File: src/rtl/gr_rotation_sched_if.sv
// Stream/handshake bundle between the GR rotation sequencer and its neighbours
// (boundary cell, sample source, GR cell, result sink).
interface gr_rotation_sched_if #(
   parameter int DATA_WIDTH = 20,
   parameter int D_WIDTH    = 4,
   parameter int ITER       = 12
);
   logic                  dir_valid;
   logic                  dir_ready;
   logic [ITER-1:0]       dir_word;
   logic                  s_valid;
   logic                  s_ready;
   logic [DATA_WIDTH-1:0] s_data;
   logic                  gr_valid;
   logic [DATA_WIDTH-1:0] gr_a;
   logic [D_WIDTH-1:0]    gr_d;
   logic [DATA_WIDTH-1:0] gr_rij;
   logic                  m_valid;
   logic                  m_ready;
   logic [DATA_WIDTH-1:0] m_data;
   logic                  row_done;

   modport master (
      output dir_valid, dir_word, s_valid, s_data, gr_rij, m_ready,
      input  dir_ready, s_ready, gr_valid, gr_a, gr_d, m_valid, m_data, row_done
   );

   modport slave (
      input  dir_valid, dir_word, s_valid, s_data, gr_rij, m_ready,
      output dir_ready, s_ready, gr_valid, gr_a, gr_d, m_valid, m_data, row_done
   );
endinterface

File: src/rtl/gr_rotation_sched.sv
// Sequencer for one unfolded CORDIC Givens-rotation cell: holds the row's direction
// word, issues one element at a time, slices directions per cycle, returns r_ij.
module gr_rotation_sched #(
   parameter int DATA_WIDTH = 20,
   parameter int D_WIDTH    = 4,
   parameter int ITER       = 12,
   parameter int N_COLS     = 4,
   parameter int GR_LAT     = 1
) (
   input logic              clk,
   input logic              rst_n,
   gr_rotation_sched_if.slave bus
);
   localparam int SLICES = ITER / D_WIDTH;
   localparam int SW     = (SLICES > 1) ? $clog2(SLICES) : 1;
   localparam int LW     = (GR_LAT > 1) ? $clog2(GR_LAT) : 1;
   localparam int CW     = (N_COLS > 1) ? $clog2(N_COLS) : 1;

   typedef enum logic [1:0] {
      IDLE,
      ROTATE,
      DRAIN,
      OUT
   } state_t;

   state_t                r_state;
   state_t                w_next_state;
   logic [ITER-1:0]       r_dir_reg;
   logic [ITER-1:0]       r_dir_sh;
   logic                  r_dir_loaded;
   logic [SW-1:0]         r_slice_cnt;
   logic [LW-1:0]         r_lat_cnt;
   logic [CW-1:0]         r_col_cnt;
   logic                  r_gr_valid;
   logic [DATA_WIDTH-1:0] r_gr_a;
   logic [DATA_WIDTH-1:0] r_m_data;
   logic                  r_m_valid;
   logic                  r_row_done;

   logic w_dir_fire;
   logic w_s_fire;
   logic w_m_fire;
   logic w_last_slice;
   logic w_last_lat;
   logic w_last_col;
   logic w_slicing;

   assign w_dir_fire   = bus.dir_valid & ~r_dir_loaded;
   assign w_s_fire     = bus.s_valid & (r_state == IDLE) & r_dir_loaded;
   assign w_m_fire     = r_m_valid & bus.m_ready & (r_state == OUT);
   assign w_last_slice = (r_slice_cnt == SW'(SLICES - 1));
   assign w_last_lat   = (r_lat_cnt == LW'(GR_LAT - 1));
   assign w_last_col   = (r_col_cnt == CW'(N_COLS - 1));
   assign w_slicing    = (r_state == ROTATE) || (r_state == DRAIN);

   always_ff @(posedge clk or negedge rst_n) begin
      if (!rst_n) begin
         r_state <= IDLE;
      end else begin
         r_state <= w_next_state;
      end
   end

   always_comb begin
      w_next_state = r_state;
      case (r_state)
         IDLE:    if (w_s_fire)     w_next_state = ROTATE;
         ROTATE:  if (w_last_slice) w_next_state = DRAIN;
         DRAIN:   if (w_last_lat)   w_next_state = OUT;
         OUT:     if (w_m_fire)     w_next_state = IDLE;
         default:                   w_next_state = IDLE;
      endcase
   end

   // Direction slices come from a private shift copy so dir_reg stays intact for the row;
   // the copy stops shifting on the last slice so DRAIN keeps presenting it.
   always_ff @(posedge clk or negedge rst_n) begin
      if (!rst_n) begin
         r_dir_reg    <= '0;
         r_dir_sh     <= '0;
         r_dir_loaded <= 1'b0;
         r_slice_cnt  <= '0;
         r_lat_cnt    <= '0;
         r_col_cnt    <= '0;
         r_gr_valid   <= 1'b0;
         r_gr_a       <= '0;
         r_m_data     <= '0;
         r_m_valid    <= 1'b0;
         r_row_done   <= 1'b0;
      end else begin
         r_gr_valid <= w_s_fire;
         r_row_done <= 1'b0;

         if (w_dir_fire) begin
            r_dir_reg    <= bus.dir_word;
            r_dir_loaded <= 1'b1;
         end

         if (w_s_fire) begin
            r_gr_a      <= bus.s_data;
            r_dir_sh    <= r_dir_reg;
            r_slice_cnt <= '0;
         end

         if (r_state == ROTATE) begin
            r_lat_cnt <= '0;
            if (!w_last_slice) begin
               r_slice_cnt <= r_slice_cnt + SW'(1);
               r_dir_sh    <= r_dir_sh >> D_WIDTH;
            end
         end

         if (r_state == DRAIN) begin
            if (w_last_lat) begin
               r_m_data  <= bus.gr_rij;
               r_m_valid <= 1'b1;
            end else begin
               r_lat_cnt <= r_lat_cnt + LW'(1);
            end
         end

         if (w_m_fire) begin
            r_m_valid <= 1'b0;
            if (w_last_col) begin
               r_col_cnt    <= '0;
               r_dir_loaded <= 1'b0;
               r_row_done   <= 1'b1;
            end else begin
               r_col_cnt <= r_col_cnt + CW'(1);
            end
         end
      end
   end

   assign bus.dir_ready = ~r_dir_loaded;
   assign bus.s_ready   = (r_state == IDLE) & r_dir_loaded;
   assign bus.gr_valid  = r_gr_valid;
   assign bus.gr_a      = r_gr_a;
   assign bus.gr_d      = w_slicing ? r_dir_sh[D_WIDTH-1:0] : '0;
   assign bus.m_valid   = r_m_valid;
   assign bus.m_data    = r_m_data;
   assign bus.row_done  = r_row_done;
endmodule

File: src/flat_wrapper.sv
// flat-port wrapper written by rule: the top's interface ports become plain ports
module gr_rotation_sched_flat 
#(
   parameter int DATA_WIDTH = 20,
   parameter int D_WIDTH    = 4,
   parameter int ITER       = 12,
   parameter int N_COLS     = 4,
   parameter int GR_LAT     = 1
)
  (clk, rst_n, bus_dir_valid, bus_dir_word, bus_s_valid, bus_s_data, bus_gr_rij, bus_m_ready, bus_dir_ready, bus_s_ready, bus_gr_valid, bus_gr_a, bus_gr_d, bus_m_valid, bus_m_data, bus_row_done);
  gr_rotation_sched_if #(.DATA_WIDTH(DATA_WIDTH), .D_WIDTH(D_WIDTH), .ITER(ITER)) bus_i ();
  input logic clk;
  input logic rst_n;
  input wire logic [$bits(bus_i.dir_valid)-1:0] bus_dir_valid;
  input wire logic [$bits(bus_i.dir_word)-1:0] bus_dir_word;
  input wire logic [$bits(bus_i.s_valid)-1:0] bus_s_valid;
  input wire logic [$bits(bus_i.s_data)-1:0] bus_s_data;
  input wire logic [$bits(bus_i.gr_rij)-1:0] bus_gr_rij;
  input wire logic [$bits(bus_i.m_ready)-1:0] bus_m_ready;
  output wire logic [$bits(bus_i.dir_ready)-1:0] bus_dir_ready;
  output wire logic [$bits(bus_i.s_ready)-1:0] bus_s_ready;
  output wire logic [$bits(bus_i.gr_valid)-1:0] bus_gr_valid;
  output wire logic [$bits(bus_i.gr_a)-1:0] bus_gr_a;
  output wire logic [$bits(bus_i.gr_d)-1:0] bus_gr_d;
  output wire logic [$bits(bus_i.m_valid)-1:0] bus_m_valid;
  output wire logic [$bits(bus_i.m_data)-1:0] bus_m_data;
  output wire logic [$bits(bus_i.row_done)-1:0] bus_row_done;
  assign bus_i.dir_valid = bus_dir_valid;
  assign bus_i.dir_word = bus_dir_word;
  assign bus_i.s_valid = bus_s_valid;
  assign bus_i.s_data = bus_s_data;
  assign bus_i.gr_rij = bus_gr_rij;
  assign bus_i.m_ready = bus_m_ready;
  assign bus_dir_ready = bus_i.dir_ready;
  assign bus_s_ready = bus_i.s_ready;
  assign bus_gr_valid = bus_i.gr_valid;
  assign bus_gr_a = bus_i.gr_a;
  assign bus_gr_d = bus_i.gr_d;
  assign bus_m_valid = bus_i.m_valid;
  assign bus_m_data = bus_i.m_data;
  assign bus_row_done = bus_i.row_done;
  gr_rotation_sched #(.DATA_WIDTH(DATA_WIDTH), .D_WIDTH(D_WIDTH), .ITER(ITER), .N_COLS(N_COLS), .GR_LAT(GR_LAT)) u_core (.clk(clk), .rst_n(rst_n), .bus(bus_i));
endmodule
File: config.mk
export PLATFORM = sky130hd
export DESIGN_NAME = gr_rotation_sched_flat
export DESIGN_NICKNAME = d
export VERILOG_FILES = /design/src/rtl/gr_rotation_sched_if.sv /design/src/rtl/gr_rotation_sched.sv /design/src/flat_wrapper.sv
export SDC_FILE = /design/constraint.sdc
export NUM_CORES = 1
export LEC_CHECK = 0
export ABC_CLOCK_PERIOD_IN_PS = 2500
export BUFFER_PORTS_ARGS = -buffer_cell sky130_fd_sc_hd__buf_2
export CAP_MARGIN = 20
export CORE_ASPECT_RATIO = 0.75
export CORE_MARGIN = 4
export CORE_UTILIZATION = 55
export CTS_BUF_LIST = sky130_fd_sc_hd__clkbuf_8
export CTS_CLUSTER_SIZE = 8
export DETAILED_ROUTE_END_ITERATION = 7
export PLACE_DENSITY_LB_ADDON = 0.15
export SYNTH_ARGS = -nofsm -noshare
export SYNTH_HDL_FRONTEND = slang
export SYNTH_SLANG_ARGS = --single-unit
File: constraint.sdc
create_clock -name clk -period 2.5 [get_ports clk]
set_input_delay 0.5 -clock clk [delete_from_list [all_inputs] [get_ports clk]]
set_output_delay 0.5 -clock clk [all_outputs]
set_load 0.05 [all_outputs]
# Yosys cells after proc, flatten, opt, wreduce, memory -nomap -nowiden

Index checks and enable logic that the tools add are counted.
Widths: inputs -> output; s select.

$add $sub $neg: 3
$mul: 0
Divide/modulo/power cells: 0
$lt $le $gt $ge: 0
Equality and inequality tests: 10
Shifts and indexed selects: 0
Mux-type cells: 24
Bitwise logic cells: 8
Reductions and logical operators: 6

Operators by type and width:

| cell                | number |
|---|---|
| $mux 12             | 3 |
| $mux 2              | 8 |
| $mux 1              | 11 |
| $eq 2x2->1 const B  | 4 |
| $pmux 2 s4          | 1 |
| $and 1x1->1         | 6 |
| $ne 2x1->1 const B  | 3 |
| $add 2x1->2 const B | 2 |
| $mux 4              | 1 |
| $ne 2x2->1 const B  | 2 |
| $reduce_and 2->1    | 2 |
| $reduce_and 4->1    | 1 |
| $eq 2x1->1 const B  | 1 |
| $logic_not 2->1     | 1 |
| $not 1->1           | 2 |
| $reduce_bool 2->1   | 1 |
| $add 1x1->1 const B | 1 |
| $logic_or 1x1->1    | 1 |

Flip-flop bits (word level): 75
Latch bits: 0
Memory bits (writable): 0
Bits in read-only memories: 0
Input bits: 57
Output and inout bits: 49
Logic and storage cells: 63
Memories kept: 0

# Longest topological paths before layout

Depth in word-level cells: 6
Depth in mapped cells: 8
Depth with buffers taken out: 6

# Worst setup path after synthesis

No wires, ideal clock.

Kind: reg-to-output
Start: reg u_core.r_state[1]
End: out bus_gr_d[0]
Arrival time: 1.175 ns
Data required time: 2.000 ns
Slack: 0.825 ns
Stages on the path, launching flop included: 4
Buffers on the path: 0
Cells stage by stage: dfrtp_1 inv_1 ha_1 and2_1

Cells in the longest elaborated chain, start to end: 3
Elaborated cells between the ends (all ways): 4
Classes of those cells: 2 x eq/ne; 1 x mux; 1 x reduce/logical

Ends and longest elaborated chain:

| item                                            | RTL line                 | RTL |
|---|---|---|
| from (decl)                                     | gr_rotation_sched.sv:26  | `state_t r_state;` |
| from (signal assigned)                          | gr_rotation_sched.sv:60  | `r_state <= w_next_state;` |
| $eq 2x1->1 / $eq 2x2->1 (equally long branches) | gr_rotation_sched.sv:54  | `assign w_slicing = (r_state == ROTATE) \|\| (r_state == DRAIN);` |
| $logic_or 1x1->1 *                              | gr_rotation_sched.sv:54  |  |
| $mux 4 *                                        | gr_rotation_sched.sv:139 | `assign bus.gr_d = w_slicing ? r_dir_sh[D_WIDTH-1:0] : '0;` |
| to (decl)                                       | flat_wrapper.sv:24       | `output wire logic [$bits(bus_i.gr_d)-1:0] bus_gr_d;` |

Every way passes the cells marked *; elsewhere a longest branch is shown, timed or not.

# Worst setup path after layout

Start: reg u_core.r_state[0]
End: out bus_gr_d[1]

Same word-level chain as after synthesis.

==> flow_summary.json <==
{
  "fin_skew_ns": 0.006324,
  "initial_utilization": 0.5673,
  "coreArea_um2": 5324,
  "slew_viol_final": 0,
  "synth-simple-area-share": 0.1321,
  "synthMostInstantiatedCell": "nand2_1",
  "cp_slowest_cell": "dfrtp_1",
  "antenna_found_initial": 0,
  "cp.required_ns": 2.00,
  "cts_resized": 0,
  "maxCapViolations": 0,
  "min_path_type": "in2async",
  "synth_seq_cells": 75,
  "stdcell_count": 447,
  "rows": 23,
  "dr.pass1.iters": 4,
  "fin_crit_sh": 0.8489,
  "clockBufferDepth": 2,
  "dp_hpwl_um": 4168,
  "fin_crit_ns": 2.122,
  "crit_path_end_kind": "output port",
  "synth_top_family_by_area": "multiplexers",
  "synth_compound_area_frac": 0.03480,
  "vias": 2198,
  "cts_buffers": 9,
  "critical_path.max_fanout": 5,
  "tritoncts": "yes",
  "vias_per_cell": 4.917,
  "synth_area_leaders": "dfrtp_1, mux2_2, nand2_1, mux2i_1, ha_1",
  "n_fill_cell": 422,
  "htree_num_levels": 3,
  "cp_num_buf_inv": 2,
  "dr.first_iter.drc_count": 78,
  "setup_viol": 0,
  "clk_latency_ns": 0.34,
  "root_buffer": "clkbuf_8",
  "layout-drive-gt1-share": 0.4328,
  "diodes": 0,
  "clk_pin_slew_ns": 0.07,
  "synth_edf_count": 0,
  "max-slew-margin-rel": 0.3992,
  "cts.sinks": 75,
  "place_ws_ns": 0.7397,
  "wire_per_inst_um": 13.22,
  "cp_top_family": "flip-flops",
  "synth_mux_area_frac": 0.1616,
  "crit_path_start_kind": "flop",
  "wl_met2_um": 2775,
  "tightest_slew_ns": 0.9013,
  "ioPinCount": 106,
  "grt_pass1_wl_um": 10230,
  "syn-cell-area_um2": 3020,
  "yosys_warnings": 0,
  "synth_adder_area_share": 0.02486,
  "nNetsFinal": 430,
  "die_area_um2": 6753,
  "wl_met3_um": 472,
  "grt.overflow.total": 0,
  "grt_pass1_vias": 2235,
  "worstSetupPathType": "reg2out",
  "synthXorXnorAreaFrac": 0,
  "fmax_ghz": 0.4712,
  "synthArstFlopShare": 1.000,
  "postRouteAntennaNets": 0,
  "worstReg2RegStart": "u_core.r_state[0]$_DFFE_PN0P_",
  "yosys.area.top_type": "dfrtp_1",
  "syn_to_final_growth_pct": 26.80,
  "startpoint": "u_core.r_state[0]$_DFFE_PN0P_",
  "ys_seq_area_frac": 0.6214,
  "layout_setup_ws_ns": 0.3777,
  "power_density_nw_per_um2": 1558,
  "route.detailed.drc": 0,
  "wirelength_um": 5909,
  "peakVddDrop_mv": 0.7773,
  "avgSynthCellArea_um2": 11.71,
  "ys_types": 25,
  "die_w_um": 93.57,
  "synth_commonest_cells": "nand2_1, dfrtp_1, mux2_2, mux2i_1, o21ai_0",
  "ctsHoldBuffers": 0,
  "worstPathCellList": "inv_1 -> ha_1 -> and2_1 -> buf_2",
  "dp.cells": 431,
  "crit_arrival_ns": 1.62,
  "synth_top_flop_cell": "dfrtp_1",
  "syn_inst": 258,
  "wl_met1_um": 2569,
  "leakage_nw": 2.035,
  "hold_viol_final": 0,
  "grt_max_degree": 76,
  "syn-num-nets": 321,
  "place_congestion": 0.7176,
  "final.setup.tns_ns": 0,
  "synth_top_area_share": 0.6214,
  "status": "finished, final reports clean",
  "port_buffers": 105,
  "fp.dieH_um": 72.18,
  "slowest_delay_ns": 0.39,
  "grt_usage": 0.1959,
  "top_layer": "met4",
  "rsz0062_at_grt": "no",
  "cts_setup_buffers": 0
}
==> layout make-up <==
cell class	count	area (µm²)	share of cell area
multi-input cells	166	1070	0.2793
flip-flops and latches	75	1877	0.4900
well taps	75	93.84	0.02450
inverters	6	22.52	0.005880
clock inverters	7	85.08	0.02221
repair buffers	109	558.0	0.1457
clock buffers	9	123.9	0.03234
==> routing by layer <==
metal,vias up,GRT usage
met5,-,0
met4,0,0.07853
met3,9,0.06010
met2,67,0.3106
met1,1058,0.2560
li1,1064,-
==> path summary, 6_finish.rpt <==
path | to | slack, ns | depth (start not counted)
worst max-delay path | bus_gr_d[1] | 0.38 | 4
worst min-delay path | u_core.bus.m_data[11]$_DFFE_PN0P_ | 0.29 | 1
worst max register to register | u_core.r_dir_sh[0]$_DFF_PN0_ | 0.78 | 6
worst min register to register | u_core.bus.gr_a[3]$_DFFE_PN0P_ | 0.47 | 2
max in group asynchronous | u_core.bus.gr_a[15]$_DFFE_PN0P_ | 1.64 | 1
min in group clk | u_core.bus.gr_a[5]$_DFFE_PN0P_ | 0.34 | 3
==> worst register-to-register path, delay by kind of cell, from the launching register on <==
kind,cells,cell delay [ns]
multiplexers,1,0.24
adder cells (fa/ha/maj),1,0.22
buffers and inverters,2,0.55
AO/OA/AOI/OAI,1,0.09
flip-flops,1,0.41
AND/OR/NAND/NOR,1,0.10
==> power by group <==
part           switching, mW  internal (mW)
Clock                  0.421          0.551
Sequential             0.274           1.77
Combinational           2.06          0.896
==> logic make-up after synthesis <==
logic type / count (synthesis)
compound gates: 18
fa+ha+maj: 6
buf+inv: 17
flops: 75
mux: 44
simple gates: 98
==> metrics by stage <==
step | utilization | instance area (µm²) | total power [mW] | hold WS, ns
2_1_floorplan | - | 3020 | 4.360 | 0.2044
3_3_place_gp | 0.6801 | 3621 | 4.979 | 0.4530
3_5_place_dp | 0.6801 | 3621 | 5.058 | 0.4567
4_1_cts | 0.7194 | 3830 | 6.040 | 0.3152
5_1_grt | 0.7194 | 3830 | 6.358 | 0.3215
6_report | 0.7194 | 3830 | 5.968 | 0.2871
==> cell usage in the layout (no fill, tap or decap), drive strengths merged, types with 2 or more instances in the layout <==
master and count:
a21oi 4, nand2 81, ha 6, mux2i 9, nor2 5, mux2 35, nand3 3, bufinv 2
nor2b 2, inv 8, and2 5, dfrtp 75, clkinv 2, clkbuf 9, o21ai 9, buf 109
(Power assumes the default switching activity.)
